## src/rtl/lc3b_types.sv

```systemverilog
// Shared LC-3b types: data word, byte-enable mask, memory arbiter state and captured request.
package lc3b_types;

    localparam int unsigned WIDTH       = 16;
    localparam int unsigned WMASK_WIDTH = 2;

    typedef logic [WIDTH-1:0]       lc3b_word;
    typedef logic [WMASK_WIDTH-1:0] lc3b_mem_wmask;

    typedef enum logic [1:0] {
        IDLE   = 2'd0,
        I_BUSY = 2'd1,
        D_BUSY = 2'd2
    } lc3b_arb_state;

    typedef struct packed {
        logic          read;
        logic          write;
        lc3b_mem_wmask wmask;
        lc3b_word      address;
        lc3b_word      wdata;
    } lc3b_arb_req;

endpackage

```

## src/rtl/lc3b_mem_arbiter.sv

```systemverilog
// Memory arbiter: shares one physical memory port between instruction fetch and
// data access, one transaction at a time, hold-until-response handshake.
// Optional macro ARB_ROUND_ROBIN_EN: alternate grants on contention instead of
// fixed data priority.
module lc3b_mem_arbiter
    import lc3b_types::*;
(
    input  logic          clk,
    input  logic          reset,

    input  logic          i_read,
    input  lc3b_word      i_address,
    output lc3b_word      i_rdata,
    output logic          i_resp,

    input  logic          d_read,
    input  logic          d_write,
    input  lc3b_mem_wmask d_wmask,
    input  lc3b_word      d_address,
    input  lc3b_word      d_wdata,
    output lc3b_word      d_rdata,
    output logic          d_resp,

    output logic          pmem_read,
    output logic          pmem_write,
    output lc3b_mem_wmask pmem_wmask,
    output lc3b_word      pmem_address,
    output lc3b_word      pmem_wdata,
    input  lc3b_word      pmem_rdata,
    input  logic          pmem_resp
);

    lc3b_arb_state state_q, state_d;
    lc3b_arb_req   req_q,   req_d;

    logic i_req;
    logic d_req;
    logic grant_d;

    assign i_req = i_read;
    assign d_req = d_read | d_write;

`ifdef ARB_ROUND_ROBIN_EN
    localparam logic GRANT_I = 1'b0;
    localparam logic GRANT_D = 1'b1;

    logic last_grant_q, last_grant_d;

    // Data wins when alone, or on contention when instruction was served last.
    always_comb begin
        grant_d = d_req & (~i_req | (last_grant_q == GRANT_I));
    end

    // Remember which side was granted most recently.
    always_comb begin
        last_grant_d = last_grant_q;
        if ((state_q == IDLE) && (i_req | d_req)) begin
            last_grant_d = grant_d ? GRANT_D : GRANT_I;
        end
    end

    // Last-grant register; starts at data so the first contention goes to instruction.
    always_ff @(posedge clk or posedge reset) begin
        if (reset) begin
            last_grant_q <= GRANT_D;
        end else begin
            last_grant_q <= last_grant_d;
        end
    end
`else
    // Fixed priority: any data request beats an instruction request.
    always_comb begin
        grant_d = d_req;
    end
`endif

    // Next state and request-register update.
    always_comb begin
        state_d = state_q;
        req_d   = req_q;
        case (state_q)
            IDLE: begin
                if (grant_d) begin
                    state_d       = D_BUSY;
                    req_d.write   = d_write;
                    req_d.read    = ~d_write;
                    req_d.wmask   = d_write ? d_wmask : lc3b_mem_wmask'(0);
                    req_d.address = d_address;
                    req_d.wdata   = d_wdata;
                end else if (i_req) begin
                    state_d       = I_BUSY;
                    req_d.write   = 1'b0;
                    req_d.read    = 1'b1;
                    req_d.wmask   = lc3b_mem_wmask'(0);
                    req_d.address = i_address;
                    req_d.wdata   = lc3b_word'(0);
                end
            end
            I_BUSY, D_BUSY: begin
                if (pmem_resp) begin
                    state_d = IDLE;
                    req_d   = '0;
                end
            end
            default: begin
                state_d = IDLE;
                req_d   = '0;
            end
        endcase
    end

    // State and captured request registers; reset aborts any transaction.
    always_ff @(posedge clk or posedge reset) begin
        if (reset) begin
            state_q <= IDLE;
            req_q   <= '0;
        end else begin
            state_q <= state_d;
            req_q   <= req_d;
        end
    end

    // Physical port is driven straight from the captured request register.
    assign pmem_read    = req_q.read;
    assign pmem_write   = req_q.write;
    assign pmem_wmask   = req_q.wmask;
    assign pmem_address = req_q.address;
    assign pmem_wdata   = req_q.wdata;

    // Response goes only to the grant owner; read data is shared.
    assign i_resp  = pmem_resp & (state_q == I_BUSY);
    assign d_resp  = pmem_resp & (state_q == D_BUSY);
    assign i_rdata = pmem_rdata;
    assign d_rdata = pmem_rdata;

endmodule

```

## config.mk

```make
export PLATFORM = sky130hd
export DESIGN_NAME = lc3b_mem_arbiter
export DESIGN_NICKNAME = d
export VERILOG_FILES = /design/src/rtl/lc3b_types.sv /design/src/rtl/lc3b_mem_arbiter.sv
export SDC_FILE = /design/constraint.sdc
export NUM_CORES = 1
export LEC_CHECK = 0
export CAP_MARGIN = 0
export CORE_MARGIN = 2
export CORE_UTILIZATION = 36
export DETAILED_ROUTE_END_ITERATION = 8
export PLACE_DENSITY = 0.81
export SLEW_MARGIN = 10
export SYNTH_ARGS = -nofsm -noshare
export SYNTH_HDL_FRONTEND = slang
export SYNTH_SLANG_ARGS = --single-unit
```

## constraint.sdc

```tcl
create_clock -name clk -period 2.2 [get_ports clk]
set_input_delay 0.33 -clock clk [delete_from_list [all_inputs] [get_ports clk]]
set_output_delay 0.33 -clock clk [all_outputs]
set_load 0.005 [all_outputs]
```

-- Word-level counts from Yosys, hierarchy flattened
Index checks and enable logic that the tools add are counted.
- flip-flop bits (word level): 38
- bits of input ports: 72
- word-level logic and storage cells: 26
- equal/unequal tests: 4
- bitwise logic cells: 4
- mux-type cells: 9
- reductions and logical operators: 3
- operators by type and width (kind ; count):
    36-bit 2-to-1 mux ; 3
    36-bit one-hot mux with 2 select lines ; 1
    2-bit 2-to-1 mux ; 4
    2-bit one-hot mux with 2 select lines ; 1
    3-bit inequality test, second input constant ; 1
    1-bit bitwise AND ; 2
    2-bit by 1-bit == test with 1-bit output, second input constant ; 1
    2-bit == test, second input constant ; 1
    2-bit logical NOT ; 1
    2-bit inequality test, second input constant ; 1
    2-bit AND reduction ; 1
    2-bit OR reduction ; 1
    1-bit inverter ; 1
    1-bit bitwise OR ; 1

-- Logic depth before layout (Yosys ltp)
- depth after elaboration: 4
- depth in mapped cells: 7
- depth with buffers taken out: 5

-- Least setup slack after synthesis
Ideal clock, no wire load.
- kind: flip-flop to flip-flop
- start: register state_q[0]
- end: register req_q (netlist bit pmem_read)
- period minus slack after synthesis: 1678 ps
- setup slack: 522 ps
- arrival: 1553 ps
- setup time: 125 ps
- data required time: 2075 ps
- cell stages (with the launch flop): 6
- path through: dfrtp_1 inv_1 ha_1 or3b_4 o21a_4 mux2_4
- word-level cells in the longest chain between the ends: 4
- elaborated cells between the ends (all ways): 8
- those cells by class: 4 x eq/ne; 1 x mux; 3 x reduce/logical
- ends and longest elaborated chain (what ; line ; text):
    start, declared ; lc3b_mem_arbiter.sv:33 ; lc3b_arb_state state_q, state_d;
    start signal, assigned ; lc3b_mem_arbiter.sv:118 ; state_q <= state_d;
    2-bit by 1-bit == test with 1-bit output / 2-bit == test (equally long branches) ; lc3b_mem_arbiter.sv:81 ; case (state_q)
    2-bit OR reduction ; lc3b_mem_arbiter.sv:81 ;
    2-bit inequality test (no line) ; n/a ;
    2-bit AND reduction (no line) ; n/a ;
    end signal, assigned ; lc3b_mem_arbiter.sv:119 ; req_q <= req_d;
    end, declared ; lc3b_mem_arbiter.sv:34 ; lc3b_arb_req req_q, req_d;
Several ways; a longest one is shown, not always the timed one.
A chain may end at the register's enable or synchronous reset.

-- Worst setup path after layout
- start: register state_q[0]
- end: output port d_resp
- word-level cells in the longest chain between the ends: 2
- ends and longest elaborated chain (what ; line ; text):
    2-bit == test ; lc3b_mem_arbiter.sv:132 ; assign d_resp = pmem_resp & (state_q == D_BUSY);
    1-bit bitwise AND ; lc3b_mem_arbiter.sv:132 ;
    end, declared ; lc3b_mem_arbiter.sv:22 ; output logic d_resp,
Every way passes these cells.

==> Flow_metrics.wiki <==
{| class="wikitable"
! Metric !! Value
|-
| Run status || complete, no violations
|-
| Area of the die || roughly 6600 um^2
|-
| Endpoint kind of the worst setup timing path || output pin
|-
| Net load switching power || 1.19 mW
|-
| Worst IR Drop VDD || approximately 0.00046 V
|-
| Pin slew with the least headroom to its limit || just over 1 ns
|-
| Fill cell count || 571
|-
| Met2 usage in global routing || 26.5%
|-
| Flop pwr share || 35.2%
|-
| PortBufs || a little over 90
|-
| Dpl ws || roughly 0.094 ns
|-
| Effective utilization at floorplan || 36.8%
|-
| P&R area growth vs syn || 39.1%
|-
| Met3 usage in global routing || under 10%
|-
| Total power per unit cell area || 1120 nW/um^2
|-
| Number of detailed-route iterations in the first pass || 4
|-
| Share of the yosys chip area belonging to registers || between 40% and 50%
|-
| Most frequent cells in the layout || 93 x sky130_fd_sc_hd__clkdlybuf4s50_1, 38 x sky130_fd_sc_hd__dfrtp_1, 21 x sky130_fd_sc_hd__inv_1, 18 x sky130_fd_sc_hd__nand4_1
|-
| Origin of the critical flop-to-flop path || state_q[0]$_DFFE_PP0P_
|-
| Number of slew-limit violations in the final report || 0
|-
| Dominant cell type by area after synthesis || sky130_fd_sc_hd__dfrtp_1
|-
| Worst hold slack || ~0.46 ns
|-
| Antenna violations before repair || 0
|-
| Final global-route overflow total || 0
|-
| Slowest cell on crit path || sky130_fd_sc_hd__clkdlybuf4s50_1
|-
| Period Utilization, post-route || 85.7%
|-
| Static leakage || around 1.2 nW
|-
| Min setup slack post-route || 0.314 ns
|-
| Synth Instances || 214
|-
| Number of gates given a new drive strength after cts || 0
|-
| Core box area || 5820 um^2
|-
| Comb power frac || 50.0%
|-
| Max-cap violations || 0
|-
| Number of buffers added to fix hold violations after cts || 0
|-
| Die X || 81.1 um
|-
| Count of state elements after synthesis || 38
|-
| FF-to-FF setup slack || 0.44 ns
|-
| Element type at the critical path start || register
|-
| Average via count per standard cell || 5.03
|-
| Routed WL per cell || 15.6 um
|-
| Largest net degree at the start of global routing || 39
|-
| Nets || 347
|-
| Worst skew pair latency || around 0.28 ns
|-
| CTS tree || built
|-
| Switching Share || 35.8%
|-
| Vias post-DR || about 1800
|-
| Depth of the most critical reg-to-reg path || 5
|-
| Distinct cell type count after synthesis || 26
|-
| Clock slew at the register clock pins of the worst setup and hold paths || 0.08 ns
|-
| Diodes inserted || 0
|-
| Crit Path Category || register to output pin
|-
| Avg Synthesized Cell Area || 9.99 um^2
|-
| I/O Pins || about 140
|-
| Count of antenna-violating nets left after detailed routing || 0
|-
| Number of buffers added by the clock tree synthesis step || 5
|-
| Syn_nets || 289
|-
| Worst-path fanout max || 3
|-
| Vias in the first global route || approximately 1700
|-
| Top delay family on crit path || buffers and inverters
|-
| Met1 Use GR || a little over a fifth
|-
| Chain of cells forming the critical path || inv_1, ha_1, and2_1, clkdlybuf4s50_1
|-
| Combined global-route utilization of all metal layers || 16.4%
|-
| Final hold violations || 0
|-
| Final wirelength || roughly 5400 um
|-
| Most utilized layer in the global route result || met2
|-
| RePlAce Congestion || 0.732
|-
| Number of H-tree levels || 2
|-
| Achievable frequency || 0.530 GHz
|-
| Endpoint of the lowest-slack register-to-register path || pmem_address[13]$_DFFE_PP0P_
|-
| Total internal power || 2.14 mW
|-
| Layout cells sized above 1 || 11.0%
|-
| Commonest non-fill, non-tap cell in the layout || sky130_fd_sc_hd__clkdlybuf4s50_1
|-
| RSZ-0062 raised after global routing || no
|-
| Sinks on Clock Net || 38
|-
| Setup skew after layout || ~0.0057 ns
|-
| Slowest stage delay, CP || roughly 0.51 ns
|-
| Most area-consuming cells after synthesis || sky130_fd_sc_hd__dfrtp_1 44%, sky130_fd_sc_hd__buf_4 11%, sky130_fd_sc_hd__o2bb2ai_1 6.6%
|-
| Required time at the endpoint of the critical path || about 1.9 ns
|-
| Class of the most critical hold timing path || input pin to async pin
|-
| DRC violation count after routing || 0
|-
| Area occupied by multi-input gates || 764 um^2
|-
| Global-route wire length before repair || about 8400 um
|-
| Max Root-Sink Buffers || 2
|-
| Total standard cell area after synthesis || 2140 um^2
|-
| Combined flip-flop and latch cell area || ~950 um^2
|-
| Final min period || 1.89 ns
|-
| Root buffer cell || sky130_fd_sc_hd__clkbuf_8
|-
| Number of placement rows || 28
|-
| Yosys top cell area share || 44.5%
|-
| Placed wire-length estimate || ~3800 um
|-
| Worst slew slack as a fraction of its limit || 32.2%
|-
| Total negative setup slack || 0 ns
|-
| Violation count after the first detailed-route iteration || 62
|-
| Count of warnings emitted by yosys || 0
|-
| Part of the total power dissipated in the clock network || 14.8%
|-
| Crit path buffers/inverters || 2
|-
| Critical path arrival || 1.56 ns
|-
| Total setup buffers inserted after CTS || 0
|-
| Die Y || 81.1 um
|-
| Final setup violation count || 0
|}
[worst register-to-register path, stage by stage, from the launching register on]
cell and delay, ns:
sky130_fd_sc_hd__dfrtp_1 0.38, sky130_fd_sc_hd__inv_1 0.07, sky130_fd_sc_hd__ha_1 0.29, sky130_fd_sc_hd__nand2b_1 0.24, sky130_fd_sc_hd__nand2_1 0.41, sky130_fd_sc_hd__o2bb2ai_1 0.28
[registers in the layout (all words and copies together) (netlist names)]
name / count
pmem_address: 16
state_q: 2
pmem_read: 1
pmem_write: 1
pmem_wdata: 16
pmem_wmask: 2
[kinds of logic (layout without fill, tap and decap cells)]
group | Yosys count | in the layout | synth area share, %
AO/OA/AOI/OAI | 72 | 72 | 25.2
multiplexers | 1 | 1 | 0.702
flip-flops | 38 | 38 | 44.5
buffers and inverters | 72 | 131 | 19.8
AND/OR/NAND/NOR | 28 | 28 | 8.08
adder cells (fa/ha/maj) | 3 | 3 | 1.76
[power groups by stage]
stage          logic (mW)  clock network, mW  registers [mW]
2_1_floorplan       0.884                  0            1.18
3_3_place_gp         1.66                  0            1.18
3_5_place_dp         1.70                  0            1.17
4_1_cts              1.70              0.511            1.18
5_1_grt              1.84              0.537            1.21
6_report             1.67              0.493            1.18
[how the worst max path moves through the flow]
stage	from	to	slack, ns	cells past startpoint
after floorplan	state_q[0]$_DFFE_PP0P_	pmem_read$_DFFE_PP0P_	0.52	5
after detailed placement	d_read	pmem_address[13]$_DFFE_PP0P_	0.09	4
after CTS	state_q[0]$_DFFE_PP0P_	d_resp	0.29	4
after global placement	d_read	pmem_address[14]$_DFFE_PP0P_	0.18	4
final	state_q[0]$_DFFE_PP0P_	d_resp	0.31	4
after global routing	state_q[0]$_DFFE_PP0P_	d_resp	0.19	4
[Yosys cell counts]
cell type / n
sky130_fd_sc_hd__dfrtp_1: 38
sky130_fd_sc_hd__buf_4: 32
sky130_fd_sc_hd__inv_1: 22
sky130_fd_sc_hd__nand4_1: 18
sky130_fd_sc_hd__a31oi_1: 16
sky130_fd_sc_hd__o21a_1: 16
sky130_fd_sc_hd__o2bb2ai_1: 16
sky130_fd_sc_hd__clkbuf_1: 10
sky130_fd_sc_hd__o21ai_1: 10
sky130_fd_sc_hd__o21ai_2: 10
sky130_fd_sc_hd__buf_6: 4
sky130_fd_sc_hd__ha_1: 3
sky130_fd_sc_hd__a21oi_1: 2
sky130_fd_sc_hd__and2_1: 2
sky130_fd_sc_hd__buf_1: 2
sky130_fd_sc_hd__buf_2: 2
sky130_fd_sc_hd__nand3_1: 2
sky130_fd_sc_hd__mux2_4: 1
sky130_fd_sc_hd__nand2_1: 1
sky130_fd_sc_hd__nand2b_1: 1
sky130_fd_sc_hd__nor2_1: 1
sky130_fd_sc_hd__nor2b_1: 1
sky130_fd_sc_hd__o21a_4: 1
sky130_fd_sc_hd__o21ai_4: 1
sky130_fd_sc_hd__or2_2: 1
sky130_fd_sc_hd__or3b_4: 1
[per-layer routing]
layer | part of all wire (%) | wire length (um)
met3 | 8.8 | 479
met4 | 0.72 | 39
met5 | 0 | 0
met2 | 47 | 2530
met1 | 44 | 2380
[final cells by class]
class	count	share of cell area (%)
Clock inverter	1	0.168
Timing Repair Buffer	101	33.3
Tap cell	75	3.16
Clock buffer	7	2.90
Sequential cell	38	32.0
Multi-Input combinational cell	104	25.7
Inverter	22	2.78
[stage by stage]
step                      instance area, um^2  util, %  total power [mW]  instances
after CTS                                2970     51.1              3.39        348
after detailed placement                 2880     49.6              2.87        340
after global routing                     2970     51.1              3.59        348
after global placement                   2880     49.6              2.84        340
final                                    2970     51.1              3.34        348
after floorplan                          2140        -              2.07        214
Power figures use the tool's default switching activity.
